[src/rtl/rv_fetch_unit.sv]
// rv_fetch_unit -- instruction fetch stage of the RV32IM pipeline.
//
// Walks a sequential PC and issues pipelined reads on the instruction-memory
// req/gnt/rvalid bus. Returned words go into a small in-order FIFO, and the
// FIFO head is presented to decode with a static not-taken prediction.
//
// Ports:
//   clk_i, arstn_i         clock, asynchronous active-low reset
//   cu_force_pc_i          redirect target (low two bits ignored)
//   cu_force_f_i           redirect strobe
//   cu_kill_f_i            flush; also redirects to cu_force_pc_i
//   cu_stall_f_i           decode cannot take the head this cycle
//   instr_req_o/addr_o     memory request, word-aligned address
//   instr_gnt_i            request accepted this cycle
//   instr_rvalid_i/rdata_i in-order read response (never backpressured)
//   f_instr_o, f_current_pc_o, f_next_pc_o, f_prediction_o, f_valid_o
//                          head of the instruction buffer toward decode
module rv_fetch_unit #(
   parameter int XLEN       = 32,
   parameter int FIFO_DEPTH = 2,
   parameter int CNT_W      = $clog2(FIFO_DEPTH) + 1
) (
   input  logic            clk_i,
   input  logic            arstn_i,
   input  logic [XLEN-1:0] cu_force_pc_i,
   input  logic            cu_force_f_i,
   input  logic            cu_stall_f_i,
   input  logic            cu_kill_f_i,
   output logic            instr_req_o,
   output logic [XLEN-1:0] instr_addr_o,
   input  logic            instr_gnt_i,
   input  logic            instr_rvalid_i,
   input  logic [31:0]     instr_rdata_i,
   output logic [31:0]     f_instr_o,
   output logic [XLEN-1:0] f_current_pc_o,
   output logic [XLEN-1:0] f_next_pc_o,
   output logic            f_prediction_o,
   output logic            f_valid_o
);

   localparam int PTR_W = $clog2(FIFO_DEPTH);
   localparam int SUM_W = CNT_W + 1;

   logic [XLEN-1:0]  req_pc_q, req_pc_d, resp_pc_q, resp_pc_d;
   logic [CNT_W-1:0] fifo_cnt_q, fifo_cnt_d;
   logic [CNT_W-1:0] outst_q, outst_d;    // granted, response still owed
   logic [CNT_W-1:0] disc_q, disc_d;      // owed responses to throw away
   logic [PTR_W-1:0] wptr_q, wptr_d, rptr_q, rptr_d;
   logic [XLEN-1:0]  pc_mem_q    [FIFO_DEPTH];
   logic [31:0]      instr_mem_q [FIFO_DEPTH];
   logic [XLEN-1:0]  hold_pc_q, hold_pc_d;
   logic [31:0]      hold_instr_q, hold_instr_d;

   logic             force_w, accept, push, drop, pop;
   logic [SUM_W-1:0] budget;
   logic [XLEN-1:0]  target;

   assign force_w = cu_force_f_i | cu_kill_f_i;
   assign target  = cu_force_pc_i & ~XLEN'(3);

   // Every slot is reserved at request time, so a response always has room.
   assign budget      = SUM_W'(outst_q) + SUM_W'(disc_q) + SUM_W'(fifo_cnt_q);
   assign instr_req_o = ~force_w & (budget < SUM_W'(FIFO_DEPTH));
   assign instr_addr_o = req_pc_q;

   assign accept = instr_req_o & instr_gnt_i;
   assign push   = instr_rvalid_i & ~force_w & (disc_q == '0);
   assign drop   = instr_rvalid_i & ~force_w & (disc_q != '0);

   assign f_valid_o      = (fifo_cnt_q != '0);
   assign pop            = f_valid_o & ~cu_stall_f_i & ~force_w;
   // Empty FIFO shows the last head seen; decode qualifies with f_valid_o.
   assign f_instr_o      = f_valid_o ? instr_mem_q[rptr_q] : hold_instr_q;
   assign f_current_pc_o = f_valid_o ? pc_mem_q[rptr_q]    : hold_pc_q;
   assign f_next_pc_o    = f_current_pc_o + XLEN'(4);
   assign f_prediction_o = 1'b0;

   always_comb begin
      req_pc_d     = req_pc_q;
      resp_pc_d    = resp_pc_q;
      fifo_cnt_d   = fifo_cnt_q;
      outst_d      = outst_q;
      disc_d       = disc_q;
      wptr_d       = wptr_q;
      rptr_d       = rptr_q;
      hold_pc_d    = f_current_pc_o;
      hold_instr_d = f_instr_o;
      if (force_w) begin
         // All owed responses become junk; one arriving now is already dropped.
         req_pc_d   = target;
         resp_pc_d  = target;
         fifo_cnt_d = '0;
         wptr_d     = '0;
         rptr_d     = '0;
         outst_d    = '0;
         disc_d     = outst_q + disc_q - CNT_W'(instr_rvalid_i);
      end else begin
         if (accept) req_pc_d = req_pc_q + XLEN'(4);
         if (push) begin
            resp_pc_d = resp_pc_q + XLEN'(4);
            wptr_d    = wptr_q + PTR_W'(1);
         end
         if (pop) rptr_d = rptr_q + PTR_W'(1);
         outst_d    = outst_q + CNT_W'(accept) - CNT_W'(push);
         disc_d     = disc_q - CNT_W'(drop);
         fifo_cnt_d = fifo_cnt_q + CNT_W'(push) - CNT_W'(pop);
      end
   end

   always_ff @(posedge clk_i or negedge arstn_i) begin
      if (!arstn_i) begin
         req_pc_q     <= '0;
         resp_pc_q    <= '0;
         fifo_cnt_q   <= '0;
         outst_q      <= '0;
         disc_q       <= '0;
         wptr_q       <= '0;
         rptr_q       <= '0;
         hold_pc_q    <= '0;
         hold_instr_q <= '0;
      end else begin
         req_pc_q     <= req_pc_d;
         resp_pc_q    <= resp_pc_d;
         fifo_cnt_q   <= fifo_cnt_d;
         outst_q      <= outst_d;
         disc_q       <= disc_d;
         wptr_q       <= wptr_d;
         rptr_q       <= rptr_d;
         hold_pc_q    <= hold_pc_d;
         hold_instr_q <= hold_instr_d;
      end
   end

   // Storage is only read while occupied, so it needs no reset.
   always_ff @(posedge clk_i) begin
      if (push) begin
         pc_mem_q[wptr_q]    <= resp_pc_q;
         instr_mem_q[wptr_q] <= instr_rdata_i;
      end
   end

endmodule

[config.mk]
export PLATFORM = sky130hd
export DESIGN_NAME = rv_fetch_unit
export DESIGN_NICKNAME = d
export VERILOG_FILES = /design/src/rtl/rv_fetch_unit.sv
export SDC_FILE = /design/constraint.sdc
export NUM_CORES = 1
export LEC_CHECK = 0
export ABC_AREA = 1
export CAP_MARGIN = 30
export CORE_UTILIZATION = 35
export CTS_BUF_LIST = sky130_fd_sc_hd__clkbuf_4 sky130_fd_sc_hd__clkbuf_8 sky130_fd_sc_hd__clkbuf_16
export CTS_CLUSTER_DIAMETER = 100
export DETAILED_ROUTE_END_ITERATION = 10
export GPL_TIMING_DRIVEN = 0
export HOLD_SLACK_MARGIN = 0.08
export REMOVE_ABC_BUFFERS = 1
export SYNTH_ARGS = -nofsm -noshare
export SYNTH_HDL_FRONTEND = slang
export SYNTH_SLANG_ARGS = --single-unit
[constraint.sdc]
create_clock -name clk_i -period 8.5 [get_ports clk_i]
set_clock_uncertainty 0.1 [all_clocks]
set_input_delay 1.275 -clock clk_i [delete_from_list [all_inputs] [get_ports clk_i]]
set_output_delay 1.275 -clock clk_i [all_outputs]
set_load 0.1 [all_outputs]
==> flow_summary.json <==
{
  "drv_slew": 0,
  "setup_repair_after_global_routing_missed_its_margin": "no",
  "ys.flop_type": "dfrtp_1",
  "hold_start": "hold_pc_q[0]",
  "hold-path-endpoint": "hold_pc_q[0]",
  "area_of_combinational_cells_with_multiple_inputs_um2": 5180,
  "antenna-diode-count": 0,
  "critical_path_arrival_ps": 4810,
  "start_kind": "primary input",
  "drt-wirelength-per-cell_um": 16.4,
  "yosys-top-cells-area": "edfxtp_1 (29%), dfrtp_1 (25%), nand2_1 (14%)",
  "syn_avg_cell_area_um2": 8.27,
  "crit-reg2reg-capture": "instr_addr_o[24]",
  "finalWorstPathRequiredPeriod_ps": 6190,
  "die_area_um2": 38100,
  "cts_inserted_buffers": 29,
  "drv.max_cap_violation_count": 0,
  "placementRows": 70,
  "ys_warn_count": 0,
  "area_growth_pct": 27.7,
  "share_of_post_route_cells_with_drive_strength_above_1": 0.0699,
  "cts_root_buffer": "clkbuf_16",
  "synthCells": 1578,
  "postLayoutCoreUtil": 0.455,
  "finalNetCount": 1849,
  "ant_nets": 0,
  "core-area_um2": 36600,
  "post-cts-setup-buffers": 0,
  "hpwlAfterDp_um": 26300,
  "power.density_nw_per_um2": 373,
  "worstPathRequired_ps": 7120,
  "first_global_vias": 10800,
  "cts-root-to-sink-buffers": 3,
  "synthTopCellsByCount": "nand2_1 (497), nor2_1 (226), dfrtp_1 (132), inv_1 (132), edfxtp_1 (124)",
  "worstRegToRegCells": 10,
  "cts-hold-fix-buffers": 0,
  "final-setup-viol-count": 0,
  "edff_count_synth": 124,
  "ys_seq_elements": 256,
  "vdd.ir_drop.worst_mv": 0.192,
  "grt.overflow.total": 0,
  "cts.sink_count": 256,
  "seq_area_frac_synth": 0.538,
  "worstHoldPathType": "register to register",
  "routabilityCongestion": 0.874,
  "reg2reg_setup_slack_ps": 5010,
  "chipHeight_um": 195,
  "synth_async_sr_flop_share": 0.516,
  "run_status": "completed",
  "clk-insertion-delay-late_ps": 550,
  "netlist-cell-type-count": 44,
  "critPathCaptureType": "output port",
  "drt_drc_violations_left": 0,
  "global_route.usage.total": 0.196,
  "first_pass_grt_wire_length_um": 59300,
  "synth_top_cell_by_area": "edfxtp_1",
  "hold_violations": 0,
  "max_slew_margin": 0.303,
  "routed_vias_inst": 4.91,
  "h-tree-depth": 1,
  "design.portCount": 202,
  "classification_of_the_worst_setup_path": "primary input to output port",
  "floorplan.die.width_um": 195,
  "number_of_antenna_violations_at_the_first_check_in_global_routing": 0,
  "cp_slowest_cell": "clkdlybuf4s50_1",
  "post_cts.resized_instances": 0,
  "tightest_slew_ps": 1040,
  "drt_pass1_iterations": 5,
  "clk_pin_slew_ps": 50,
  "cts_tree": "built",
  "start_util": 0.356,
  "num_vias": 11100,
  "leakagePower_nw": 7.03,
  "worst_path_most_repeated_cell": "clkdlybuf4s50_1",
  "path_cells": "clkdlybuf4s50_1 > nor2_4 > inv_1 > buf_16 > nor2_1 > clkdlybuf4s50_1",
  "fin_total_pwr_w": 0.00621,
  "yosys.cell_count.top_type": "nand2_1",
  "critical_path_peak_fanout": 26,
  "clock.fmax_mhz": 162,
  "routed_wl_um": 37100,
  "fillerInstances": 3634,
  "post_route_clock_period_utilization": 0.728,
  "seq_area_um2": 7030,
  "critPathMaxStageDelay_ps": 1220,
  "netlist.area_leader.share": 0.285,
  "min_path_cells": 2,
  "synthesis.area_um2": 13000,
  "drtIter0Drc": 575,
  "port_buffers": 196,
  "grt_max_degree": 91,
  "critical_r2r_launch": "fifo_cnt_q[1]"
}
-- sequential cells by signal (all words and copies together), names as in the netlist --
register / flops
instr_mem_q: 64
resp_pc_q: 30
disc_q: 2
hold_instr_q: 32
wptr_q: 1
fifo_cnt_q: 2
instr_addr_o: 30
hold_pc_q: 32
pc_mem_q: 60
outst_q: 2
rptr_q: 1
-- area by class of cell --
class	instances	share of cell area
clock inverters	11	0.00826
inverters	138	0.0315
flip-flops and latches	256	0.422
clock buffers	42	0.0509
multi-input cells	1129	0.311
well taps	468	0.0351
repair buffers	211	0.142
-- worst max-delay path, delay by kind of cell --
kind	cells	cell delay, ps
and+or+nand+nor	2	950
buffers and inverters	4	2580
-- how the worst max path moves through the flow --
stage                            start                end  slack (ps)  cells past startpoint
final                      cu_kill_f_i        instr_req_o        2310                      6
after detailed placement   cu_kill_f_i        instr_req_o        2280                      6
after CTS                  cu_kill_f_i        instr_req_o        2280                      6
after global placement    cu_force_f_i  instr_mem_q[0][7]       -3870                      4
after global routing       cu_kill_f_i        instr_req_o        2160                      6
after floorplan           cu_force_f_i        instr_req_o         520                      3
-- cells in the final DEF, fill, tap and decap left out, drive strengths merged, types with 28 or more instances in the layout --
cell type / synthesis / layout
a21oi: 95 / 95
inv: 136 / 137
clkbuf: 14 / 42
nand3: 120 / 120
clkdlybuf4s50: 0 / 195
edfxtp: 124 / 124
nand4: 28 / 28
nand2: 518 / 518
dfrtp: 132 / 132
nor2: 248 / 248
-- kinds of logic after synthesis --
group | after synthesis | share of synthesized area
compound gates | 147 | 0.0602
xor+xnor | 29 | 0.0195
fa+ha+maj | 13 | 0.0130
buf+inv | 195 | 0.0670
flops | 256 | 0.538
other cells | 1 | 0.000287
simple gates | 937 | 0.301
-- report_power, final --
part	switching (W)	internal (W)	total (W)
clock	0.000505	0.000782	0.00129
sequential	0.000126	0.00152	0.00164
combinational	0.00256	0.000718	0.00328
-- per-stage QoR --
| step | area, um2 | setup TNS [ps] | instances | hold slack, ps | worst slack [ps] |
|---|---|---|---|---|---|
| after detailed placement | 15700 | 0 | 2201 | 393 | 2280 |
| after global placement | 15300 | -539660 | 2187 | 383 | -3870 |
| after global routing | 16700 | 0 | 2255 | 425 | 2160 |
| final | 16700 | 0 | 2255 | 399 | 2310 |
| after CTS | 16600 | 0 | 2254 | 402 | 2280 |
| after floorplan | 12700 | 0 | 1523 | 385 | 522 |
-- metal layers --
layer | up-vias | GRT usage | part of all wire
met5 | - | 0 | 0
met4 | 0 | 0.0487 | 0.022
met3 | 47 | 0.0352 | 0.063
met2 | 348 | 0.317 | 0.45
met1 | 5188 | 0.272 | 0.46
li1 | 5485 | - | -
(Power assumes the default switching activity.)
